--- config.mk ---
export PLATFORM = sky130hd
export DESIGN_NAME = square_arbiter
export DESIGN_NICKNAME = d
export VERILOG_FILES = /design/src/rtl/square_pkg.sv /design/src/rtl/square.sv /design/src/rtl/square_arbiter.sv
export SDC_FILE = /design/constraint.sdc
export NUM_CORES = 1
export LEC_CHECK = 0
export ABC_CLOCK_PERIOD_IN_PS = 5500
export BUFFER_PORTS_ARGS = -buffer_cell sky130_fd_sc_hd__buf_2
export CORE_ASPECT_RATIO = 0.9
export CORE_UTILIZATION = 42
export CTS_CLUSTER_SIZE = 40
export DETAILED_ROUTE_END_ITERATION = 8
export PLACE_DENSITY_LB_ADDON = 0.3
export REMOVE_ABC_BUFFERS = 1
export SKIP_CTS_REPAIR_TIMING = 1
export SYNTH_ARGS = -nofsm -noshare
export SYNTH_HDL_FRONTEND = slang
export SYNTH_HIERARCHICAL = 1
export SYNTH_SLANG_ARGS = --single-unit
--- constraint.sdc ---
create_clock -name clk -period 5.5 [get_ports clk]
set_input_delay 0.825 -clock clk [delete_from_list [all_inputs] [get_ports clk]]
set_output_delay 0.825 -clock clk [all_outputs]
set_load 0.05 [all_outputs]
--- src/rtl/square_pkg.sv ---
// Shared constants and helpers for the square arbiter slice.
// Optional result saturation flag is enabled with SQUARE_ARBITER_SAT_FLAG_EN.
package square_pkg;

  // Pipeline depth of the square datapath; the id tag pipe must match it.
  localparam int SQ_LATENCY = 2;

  // Width of a requester index; a two-requester arbiter still needs one bit.
  function automatic int calc_id_width(input int n);
    return (n <= 2) ? 1 : $clog2(n);
  endfunction

endpackage

--- src/rtl/square.sv ---
// Shared square datapath: clamp the operand magnitude, then square it.
// Two register stages (SQ_LATENCY). With SQUARE_ARBITER_SAT_FLAG_EN the
// saturation decision travels alongside the result.
module square
  import square_pkg::*;
#(
  parameter int VALUE_WIDTH = 12,
  parameter int VALUE_MAX   = 1500
) (
  input  logic                         clk,
  input  logic                         reset,
  input  logic                         in_valid,
  input  logic [VALUE_WIDTH-1:0]       in_value,
  output logic                         out_valid,
  output logic [(VALUE_WIDTH-1)*2-1:0] out_data
`ifdef SQUARE_ARBITER_SAT_FLAG_EN
  ,
  output logic                         out_sat
`endif
);

  localparam int MAG_W = VALUE_WIDTH - 1;
  localparam int RES_W = MAG_W * 2;

  logic [VALUE_WIDTH-1:0] abs_value;
  logic                   sat_now;
  logic [MAG_W-1:0]       clamp_mag;
  logic                   s1_valid;
  logic [MAG_W-1:0]       s1_mag;
`ifdef SQUARE_ARBITER_SAT_FLAG_EN
  logic                   s1_sat;
`endif

  // Magnitude as an unsigned W-bit value; the most negative input maps to
  // 2^(W-1), which is above any legal VALUE_MAX and so saturates naturally.
  always_comb begin
    abs_value = in_value[VALUE_WIDTH-1] ? (~in_value + VALUE_WIDTH'(1)) : in_value;
    sat_now   = (abs_value > VALUE_WIDTH'(VALUE_MAX));
    clamp_mag = sat_now ? MAG_W'(VALUE_MAX) : abs_value[MAG_W-1:0];
  end

  // Valid pipeline; cleared by reset so nothing in flight survives it.
  always_ff @(posedge clk) begin
    if (reset) begin
      s1_valid  <= 1'b0;
      out_valid <= 1'b0;
    end else begin
      s1_valid  <= in_valid;
      out_valid <= s1_valid;
    end
  end

  // Data pipeline: stage 1 holds the clamped magnitude, stage 2 its square.
  always_ff @(posedge clk) begin
    s1_mag   <= clamp_mag;
    out_data <= RES_W'(s1_mag) * RES_W'(s1_mag);
`ifdef SQUARE_ARBITER_SAT_FLAG_EN
    s1_sat   <= sat_now;
    out_sat  <= s1_sat;
`endif
  end

endmodule

--- src/rtl/square_arbiter.sv ---
// Round-robin arbiter feeding one shared square unit, with a credit-guarded
// first-word-fall-through result FIFO and an id tag pipe.
// Define SQUARE_ARBITER_SAT_FLAG_EN to add the per-entry res_sat output.
module square_arbiter
  import square_pkg::*;
#(
  parameter int N_REQ       = 4,
  parameter int VALUE_WIDTH = 12,
  parameter int VALUE_MAX   = 1500,
  parameter int FIFO_DEPTH  = 4
) (
  input  logic                              clk,
  input  logic                              reset,
  input  logic [N_REQ-1:0]                  req_valid,
  input  logic [N_REQ*VALUE_WIDTH-1:0]      req_value,
  output logic [N_REQ-1:0]                  req_ready,
  output logic [(VALUE_WIDTH-1)*2-1:0]      res_data,
  output logic [calc_id_width(N_REQ)-1:0]   res_id,
  output logic                              res_valid,
  input  logic                              res_ready
`ifdef SQUARE_ARBITER_SAT_FLAG_EN
  ,
  output logic                              res_sat
`endif
);

  localparam int ID_W  = calc_id_width(N_REQ);
  localparam int RES_W = (VALUE_WIDTH - 1) * 2;
  localparam int PTR_W = $clog2(FIFO_DEPTH);
  localparam int CNT_W = PTR_W + 1;

  logic [ID_W-1:0]        prio_ptr;
  logic [N_REQ-1:0]       grant;
  logic [ID_W-1:0]        grant_idx;
  logic [ID_W-1:0]        scan_idx;
  logic                   grant_any;
  logic                   credit_ok;
  logic [VALUE_WIDTH-1:0] sel_value;

  logic                   op_valid;
  logic [VALUE_WIDTH-1:0] op_value;
  logic [ID_W-1:0]        op_id;
  logic [ID_W-1:0]        tag_pipe [SQ_LATENCY];

  logic                   sq_out_valid;
  logic [RES_W-1:0]       sq_out_data;
`ifdef SQUARE_ARBITER_SAT_FLAG_EN
  logic                   sq_out_sat;
  logic                   mem_sat  [FIFO_DEPTH];
`endif

  logic [CNT_W-1:0]       in_flight;
  logic [CNT_W-1:0]       fifo_count;
  logic [PTR_W-1:0]       wr_ptr;
  logic [PTR_W-1:0]       rd_ptr;
  logic [RES_W-1:0]       mem_data [FIFO_DEPTH];
  logic [ID_W-1:0]        mem_id   [FIFO_DEPTH];
  logic                   push;
  logic                   pop;

  // A grant is only issued when every accepted operand is guaranteed a slot.
  always_comb begin
    credit_ok = ({1'b0, fifo_count} + {1'b0, in_flight}) < (CNT_W + 1)'(FIFO_DEPTH);
  end

  // Round-robin search starting at the priority pointer; first valid wins.
  always_comb begin
    grant     = '0;
    grant_idx = '0;
    grant_any = 1'b0;
    scan_idx  = '0;
    if (!reset && credit_ok) begin
      for (int k = 0; k < N_REQ; k++) begin
        scan_idx = ID_W'((int'(prio_ptr) + k) % N_REQ);
        if (!grant_any && req_valid[scan_idx]) begin
          grant_any       = 1'b1;
          grant_idx       = scan_idx;
          grant[scan_idx] = 1'b1;
        end
      end
    end
  end

  assign req_ready = grant;

  // Select the granted requester's operand.
  always_comb begin
    sel_value = '0;
    for (int i = 0; i < N_REQ; i++) begin
      if (grant_idx == ID_W'(i)) begin
        sel_value = req_value[i*VALUE_WIDTH +: VALUE_WIDTH];
      end
    end
  end

  // Priority pointer and operand-valid register; pointer moves past the winner.
  always_ff @(posedge clk) begin
    if (reset) begin
      prio_ptr <= '0;
      op_valid <= 1'b0;
    end else begin
      op_valid <= grant_any;
      if (grant_any) begin
        prio_ptr <= (grant_idx == ID_W'(N_REQ - 1)) ? '0 : grant_idx + ID_W'(1);
      end
    end
  end

  // Capture the accepted operand and its requester id.
  always_ff @(posedge clk) begin
    if (grant_any) begin
      op_value <= sel_value;
      op_id    <= grant_idx;
    end
  end

  // Tag pipe shifts every cycle in lockstep with the square unit stages.
  always_ff @(posedge clk) begin
    tag_pipe[0] <= op_id;
    for (int s = 1; s < SQ_LATENCY; s++) begin
      tag_pipe[s] <= tag_pipe[s-1];
    end
  end

  square #(
    .VALUE_WIDTH (VALUE_WIDTH),
    .VALUE_MAX   (VALUE_MAX)
  ) u_square (
    .clk       (clk),
    .reset     (reset),
    .in_valid  (op_valid),
    .in_value  (op_value),
    .out_valid (sq_out_valid),
    .out_data  (sq_out_data)
`ifdef SQUARE_ARBITER_SAT_FLAG_EN
    ,
    .out_sat   (sq_out_sat)
`endif
  );

  assign push = sq_out_valid;
  assign pop  = res_valid & res_ready;

  // Credit bookkeeping and FIFO pointers; pointers wrap at the power-of-2 depth.
  always_ff @(posedge clk) begin
    if (reset) begin
      in_flight  <= '0;
      fifo_count <= '0;
      wr_ptr     <= '0;
      rd_ptr     <= '0;
    end else begin
      in_flight  <= in_flight + CNT_W'(grant_any) - CNT_W'(push);
      fifo_count <= fifo_count + CNT_W'(push) - CNT_W'(pop);
      if (push) wr_ptr <= wr_ptr + PTR_W'(1);
      if (pop)  rd_ptr <= rd_ptr + PTR_W'(1);
    end
  end

  // FIFO storage write; space is always available thanks to the credit check.
  always_ff @(posedge clk) begin
    if (push) begin
      mem_data[wr_ptr] <= sq_out_data;
      mem_id[wr_ptr]   <= tag_pipe[SQ_LATENCY-1];
`ifdef SQUARE_ARBITER_SAT_FLAG_EN
      mem_sat[wr_ptr]  <= sq_out_sat;
`endif
    end
  end

  // Head of the FIFO falls through; outputs read as zero while empty.
  always_comb begin
    res_valid = (fifo_count != '0);
    res_data  = res_valid ? mem_data[rd_ptr] : '0;
    res_id    = res_valid ? mem_id[rd_ptr]   : '0;
`ifdef SQUARE_ARBITER_SAT_FLAG_EN
    res_sat   = res_valid ? mem_sat[rd_ptr]  : 1'b0;
`endif
  end

endmodule

==> flow_summary.toml, run 1 <==
[status]
status = "finished, final reports clean"

[synth]
syn_area_um2 = 10300
synth_common_cells = "inv_1, edfxtp_1, ha_1, fa_1, and2_1"
yosys_warnings = 6
synth_top_area_cell = "edfxtp_1"
syn_area_per_cell_um2 = 11.5
synthFlopType = "edfxtp_1"
yosysTopAreaCellShare = 0.321
ys_seq_area_frac = 0.424
synth_edf_count = 110
synthArstFlopShare = 0
synth_seq_cells = 163
synthCells = 891
synth_cell_types = 60
synth_most_common_cell = "inv_1"
synth_area_leaders = "edfxtp_1, fa_1, dfxtp_1, ha_1, mux4_2"

[die]
dieArea_um2 = 25100
core_um2 = 23700
pin_count = 84
fp.dieW_um = 167
dieHeight_um = 150
start_util = 0.435
fp-row-count = 53

[finish]
n_fill_cell = 2143
seq_area_um2 = 4370
fin_area_um2 = 11500
drive_above_1_share = 0.168
area_delta_synth_final_pct = 12.2
final_core_utilization = 0.488
nets = 1159
multi_input_area_um2 = 5270
diodes = 0

[clock_tree]
clock-sinks = 163
root_buffer = "clkbuf_16"
clk_latency_ns = 0.42
cts_buffers = 17
clock_path_buffers = 2
clkTransAtPathRegs_ns = 0.07
cts_htree_levels = 4
cts_tree = "built"

[routing]
first_iter_violations = 383
first_pass_iters = 4
wire_per_inst_um = 14.4
viasPerCell = 5.00
drc = 0
antenna_left = 0
drt_wl_total_um = 18400
vias = 6396

[sta]
rsz0062_at_grt = "no"
finalCritPeriodShare = 0.929
finalHoldViolCount = 0
slew_viol_final = 0
fin_ws_ns = 0.392
layout_min_cycle_time_ns = 5.11
clock.fmax_mhz = 196
slew_headroom = 0.417
setup-violations-final = 0
fin_skew_ns = 0.00826
tightest_slew_ns = 0.875
setup_tns_ns = 0

[worst_setup_path]
slowest_delay_ns = 0.59
path_depth = 16
cp-start-kind = "flip-flop"
cp.arrival_ns = 5.45
required_ns = 5.84
crit_fanout = 11
path_class = "reg -> reg"
timing.rr.end = "u_square/out_data[17]"
path_cells = "nand2_1 > fa_1 > fa_1 > inv_1 > ha_1 > fa_1 > inv_1 > fa_1 > inv_1 > ha_1 > and3_1 > a221oi_2 > o211a_1 > a21oi_1 > a311oi_1 > xnor2_1"
cp.buffers_inverters = 3
worst-r2r-cell-count = 16
crit_top_cell = "fa_1"
cp_top_family = "adder cells"
cp-end-kind = "flip-flop"
slowest_stage = "dfxtp_1"
timing.rr.start = "u_square/s1_mag[5]"
r2r_slack_ns = 0.39

[global_route]
grt_use_met3 = 0.0358
grt-busiest-layer = "met2"
gr-usage-met1 = 0.205
grt_start_max_net_pins = 27
grt_first_pass_wirelength_um = 31000
gr-total-overflow = 0
use_met2 = 0.267
groute.usage.overall = 0.158
grt_pass1_vias = 6362
antenna_found_initial = 0

[worst_hold_path]
worstHoldPathType = "reg -> reg"
hp-start = "tag_pipe[0][0]"
holdPathStages = 0
whs_endpoint = "tag_pipe[0][2]"

[place]
place_area_um2 = 11000
place_hpwl_um = 13900
portBuffers = 83
place_ws_ns = 0.240
gp_congestion = 0.840

[run]
drv_cap = 0
[layout make-up]
class                      instances  share of cell area
multi-input combinational        563               0.456
sequential                       163               0.378
timing repair buffer              93              0.0425
inverter                         126              0.0410
clock buffer                      17              0.0368
tap                              302              0.0327
clock inverter                    15              0.0127
[cells in the final DEF, fill, tap and decap left out, types with 4 or more instances in the layout]
| master | count |
|---|---|
| xor2_1 | 16 |
| and3_1 | 6 |
| ha_1 | 74 |
| mux4_2 | 26 |
| inv_1 | 126 |
| edfxtp_1 | 110 |
| nand3_1 | 11 |
| mux2i_1 | 4 |
| nor3_1 | 6 |
| buf_4 | 10 |
| o21ai_0 | 29 |
| clkbuf_16 | 17 |
| nand2_1 | 60 |
| nor2_1 | 38 |
| clkinvlp_4 | 4 |
| a21oi_1 | 34 |
| inv_6 | 5 |
| a21o_1 | 15 |
| nor2b_1 | 14 |
| fa_1 | 66 |
| xnor2_1 | 22 |
| and2_1 | 64 |
| buf_2 | 83 |
| o21bai_1 | 4 |
| a22oi_1 | 15 |
| dfxtp_1 | 51 |
[worst max path at each step]
stage	startpoint	end	slack [ns]
6_report	u_square/s1_mag[5]	u_square/out_data[17]	0.39
5_1_grt	u_square/s1_mag[6]	u_square/out_data[17]	0.08
4_1_cts	u_square/s1_mag[2]	u_square/out_data[17]	0.20
3_5_place_dp	u_square/s1_mag[2]	u_square/out_data[17]	0.24
3_3_place_gp	u_square/s1_mag[2]	u_square/out_data[17]	0.41
2_1_floorplan	u_square/s1_mag[7]	u_square/out_data[17]	0.67
[stage by stage]
step	hold WS, ns	cells
after floorplan	0.310	852
after global placement	0.310	1247
after detailed placement	0.314	1247
after CTS	0.334	1279
after global routing	0.343	1279
final	0.331	1279
[per-layer routing]
layer	share of wire	routed length, µm
met5	0	0
met3	0.040	737
met2	0.49	9040
met4	0.011	203
met1	0.46	8380
[state kept, by name (all words and copies together), names as in the netlist, 2 cells and up, named ones only]
register / flops
fifo_count: 3
in_flight: 3
mem_data: 88
mem_id: 8
op_id: 2
op_value: 12
prio_ptr: 2
rd_ptr: 2
tag_pipe: 4
u_square/out_data: 21
u_square/s1_mag: 11
wr_ptr: 2
[cells by family (layout without fill, tap and decap cells)]
| family | count (synthesis) | after routing | synth area share |
|---|---|---|---|
| xor gates and xnor gates | 38 | 38 | 0.0324 |
| buffers and inverters | 165 | 251 | 0.0645 |
| DFF | 163 | 163 | 0.424 |
| AOI/OAI and AO/OA | 134 | 134 | 0.0866 |
| adders and majority gates | 140 | 140 | 0.218 |
| and+or+nand+nor | 216 | 216 | 0.108 |
| muxes | 34 | 34 | 0.0654 |
| other | 1 | 1 | 0.000365 |
Power of run 1 is not shown: default switching activity piles up to over one toggle a cycle in this logic, so the estimate is an artifact.
==> run 2: changes to the inputs <==
--- a/config.mk
+++ b/config.mk
@@ -8,10 +8,11 @@
 export ABC_CLOCK_PERIOD_IN_PS = 5500
 export BUFFER_PORTS_ARGS = -buffer_cell sky130_fd_sc_hd__buf_2
 export CORE_ASPECT_RATIO = 0.9
+export CORE_MARGIN = 1.5
 export CORE_UTILIZATION = 42
 export CTS_CLUSTER_SIZE = 40
 export DETAILED_ROUTE_END_ITERATION = 8
-export PLACE_DENSITY_LB_ADDON = 0.3
+export PLACE_DENSITY_LB_ADDON = 0.1
 export REMOVE_ABC_BUFFERS = 1
 export SKIP_CTS_REPAIR_TIMING = 1
 export SYNTH_ARGS = -nofsm -noshare
==> run 2 against run 1 <==
  * Routed wire length rose by 7.3%
  * Register-to-register slack worse by 0.02 ns
  * Die area rose by 1.3%
  * First-iteration DRC count down 34%
  * Fmax fell by 0.29%
  * Global-route usage increased by 0.87 points
  * Cell count rose by 0.55%
  * Non-clock buffer count increased by 1
==> flow_summary.toml, run 2 (synthesized netlist as in run 1, its figures left out) <==
[worst_hold_path]
hp-start = "tag_pipe[0][1]"
worstHoldPathType = "reg -> reg"
holdPathStages = 0
whs_endpoint = "tag_pipe[0][3]"

[worst_setup_path]
cp.arrival_ns = 5.42
slowest_delay_ns = 0.59
crit_fanout = 11
slowest_stage = "dfxtp_1"
timing.rr.end = "u_square/out_data[16]"
cp_top_family = "adder cells"
worst-r2r-cell-count = 18
cp-start-kind = "flip-flop"
required_ns = 5.80
r2r_slack_ns = 0.38
cp.buffers_inverters = 5
path_cells = "nand2_1 > fa_1 > inv_1 > fa_1 > inv_1 > fa_1 > inv_1 > fa_1 > inv_1 > fa_1 > inv_1 > ha_1 > a21o_1 > a21o_1 > a21oi_1 > o31a_1 > o221ai_1 > xor2_1"
path_class = "reg -> reg"
cp-end-kind = "flip-flop"
timing.rr.start = "u_square/s1_mag[3]"

[clock_tree]
clkTransAtPathRegs_ns = 0.07
cts_htree_levels = 4
cts_tree = "built"
clock-sinks = 163
root_buffer = "clkbuf_16"
clock_path_buffers = 2
cts_buffers = 17
clk_latency_ns = 0.42

[sta]
slew_headroom = 0.393
finalCritPeriodShare = 0.932
tightest_slew_ns = 0.911
fin_skew_ns = 0.0146
layout_min_cycle_time_ns = 5.12
finalHoldViolCount = 0
rsz0062_at_grt = "no"
fin_hold_ws_ns = 0.329
clock.fmax_mhz = 195
setup-violations-final = 0
slew_viol_final = 0
setup_tns_ns = 0

[finish]
largest_reg_flops = 88
area_delta_synth_final_pct = 12.5
largest_register = "mem_data"
mostFrequentLayoutCell = "inv_1"
diodes = 0
n_fill_cell = 2222
final_core_utilization = 0.480
top_regs = "mem_data (88), u_square/out_data (21), op_value (12)"
drive_above_1_share = 0.168
nets = 1160
layout_common_cells = "inv_1, edfxtp_1, buf_2"

[die]
core_um2 = 24100
pin_count = 84
dieHeight_um = 151
fp.dieW_um = 168
dieArea_um2 = 25400
fp-row-count = 54
start_util = 0.426

[routing]
drt_wl_total_um = 19700
viasPerCell = 5.00
first_pass_iters = 5
drc = 0
first_iter_violations = 254
antenna_left = 0
vias = 6429
wire_per_inst_um = 15.3

[global_route]
grt_pass1_vias = 6528
groute.usage.overall = 0.167
grt_start_max_net_pins = 27
grt_first_pass_wirelength_um = 33100
gr-total-overflow = 0
antenna_found_initial = 0

[place]
place_hpwl_um = 14700
gp_congestion = 0.784
portBuffers = 83

[run]
drv_cap = 0

[status]
status = "finished, final reports clean"
## run 2: how the worst max path moves through the flow
stage | start | end | slack [ns] | depth (start not counted)
CTS | u_square/s1_mag[6] | u_square/out_data[17] | 0.25 | 16
finish | u_square/s1_mag[3] | u_square/out_data[16] | 0.38 | 18
global placement | u_square/s1_mag[6] | u_square/out_data[17] | 0.40 | 16
floorplan | u_square/s1_mag[7] | u_square/out_data[17] | 0.67 | 17
global route | u_square/s1_mag[10] | u_square/out_data[21] | 0.06 | 16
detailed placement | u_square/s1_mag[6] | u_square/out_data[17] | 0.27 | 16
## run 2: final cells by class
| class | count | area, µm² | share of cell area |
|---|---|---|---|
| Sequential cell | 163 | 4370 | 0.377 |
| Inverter | 126 | 473 | 0.0409 |
| Clock inverter | 15 | 160 | 0.0138 |
| Tap cell | 308 | 385 | 0.0333 |
| Multi-Input combinational cell | 563 | 5270 | 0.455 |
| Timing Repair Buffer | 94 | 498 | 0.0430 |
| Clock buffer | 17 | 425 | 0.0368 |
## run 2: stage by stage
step | worst slack [ns] | cells | instance area (µm²)
3_3_place_gp | 0.403 | 1254 | 11000
2_1_floorplan | 0.670 | 852 | 10100
5_1_grt | 0.0616 | 1286 | 11600
3_5_place_dp | 0.271 | 1254 | 11000
4_1_cts | 0.249 | 1286 | 11600
6_report | 0.377 | 1286 | 11600
## run 2: per-layer routing
layer  vias up  part of all wire  track usage
met4         0            0.0052       0.0324
met3        10             0.028       0.0270
met1      3121              0.46        0.214
met5         -                 0            0
met2       116              0.51        0.301
li1       3182                 -            -
## run 2: worst reg2reg max path, cell delays in order, from the launching register on
cell      delay, ns
dfxtp_1        0.59
nand2_1        0.14
fa_1           0.52
inv_1          0.06
fa_1           0.50
inv_1          0.05
fa_1           0.47
inv_1          0.06
fa_1           0.53
inv_1          0.06
fa_1           0.52
inv_1          0.04
ha_1           0.33
a21o_1         0.17
a21o_1         0.16
a21oi_1        0.13
o31a_1         0.31
o221ai_1       0.20
xor2_1         0.17
Power of run 2 is left out for the same reason.
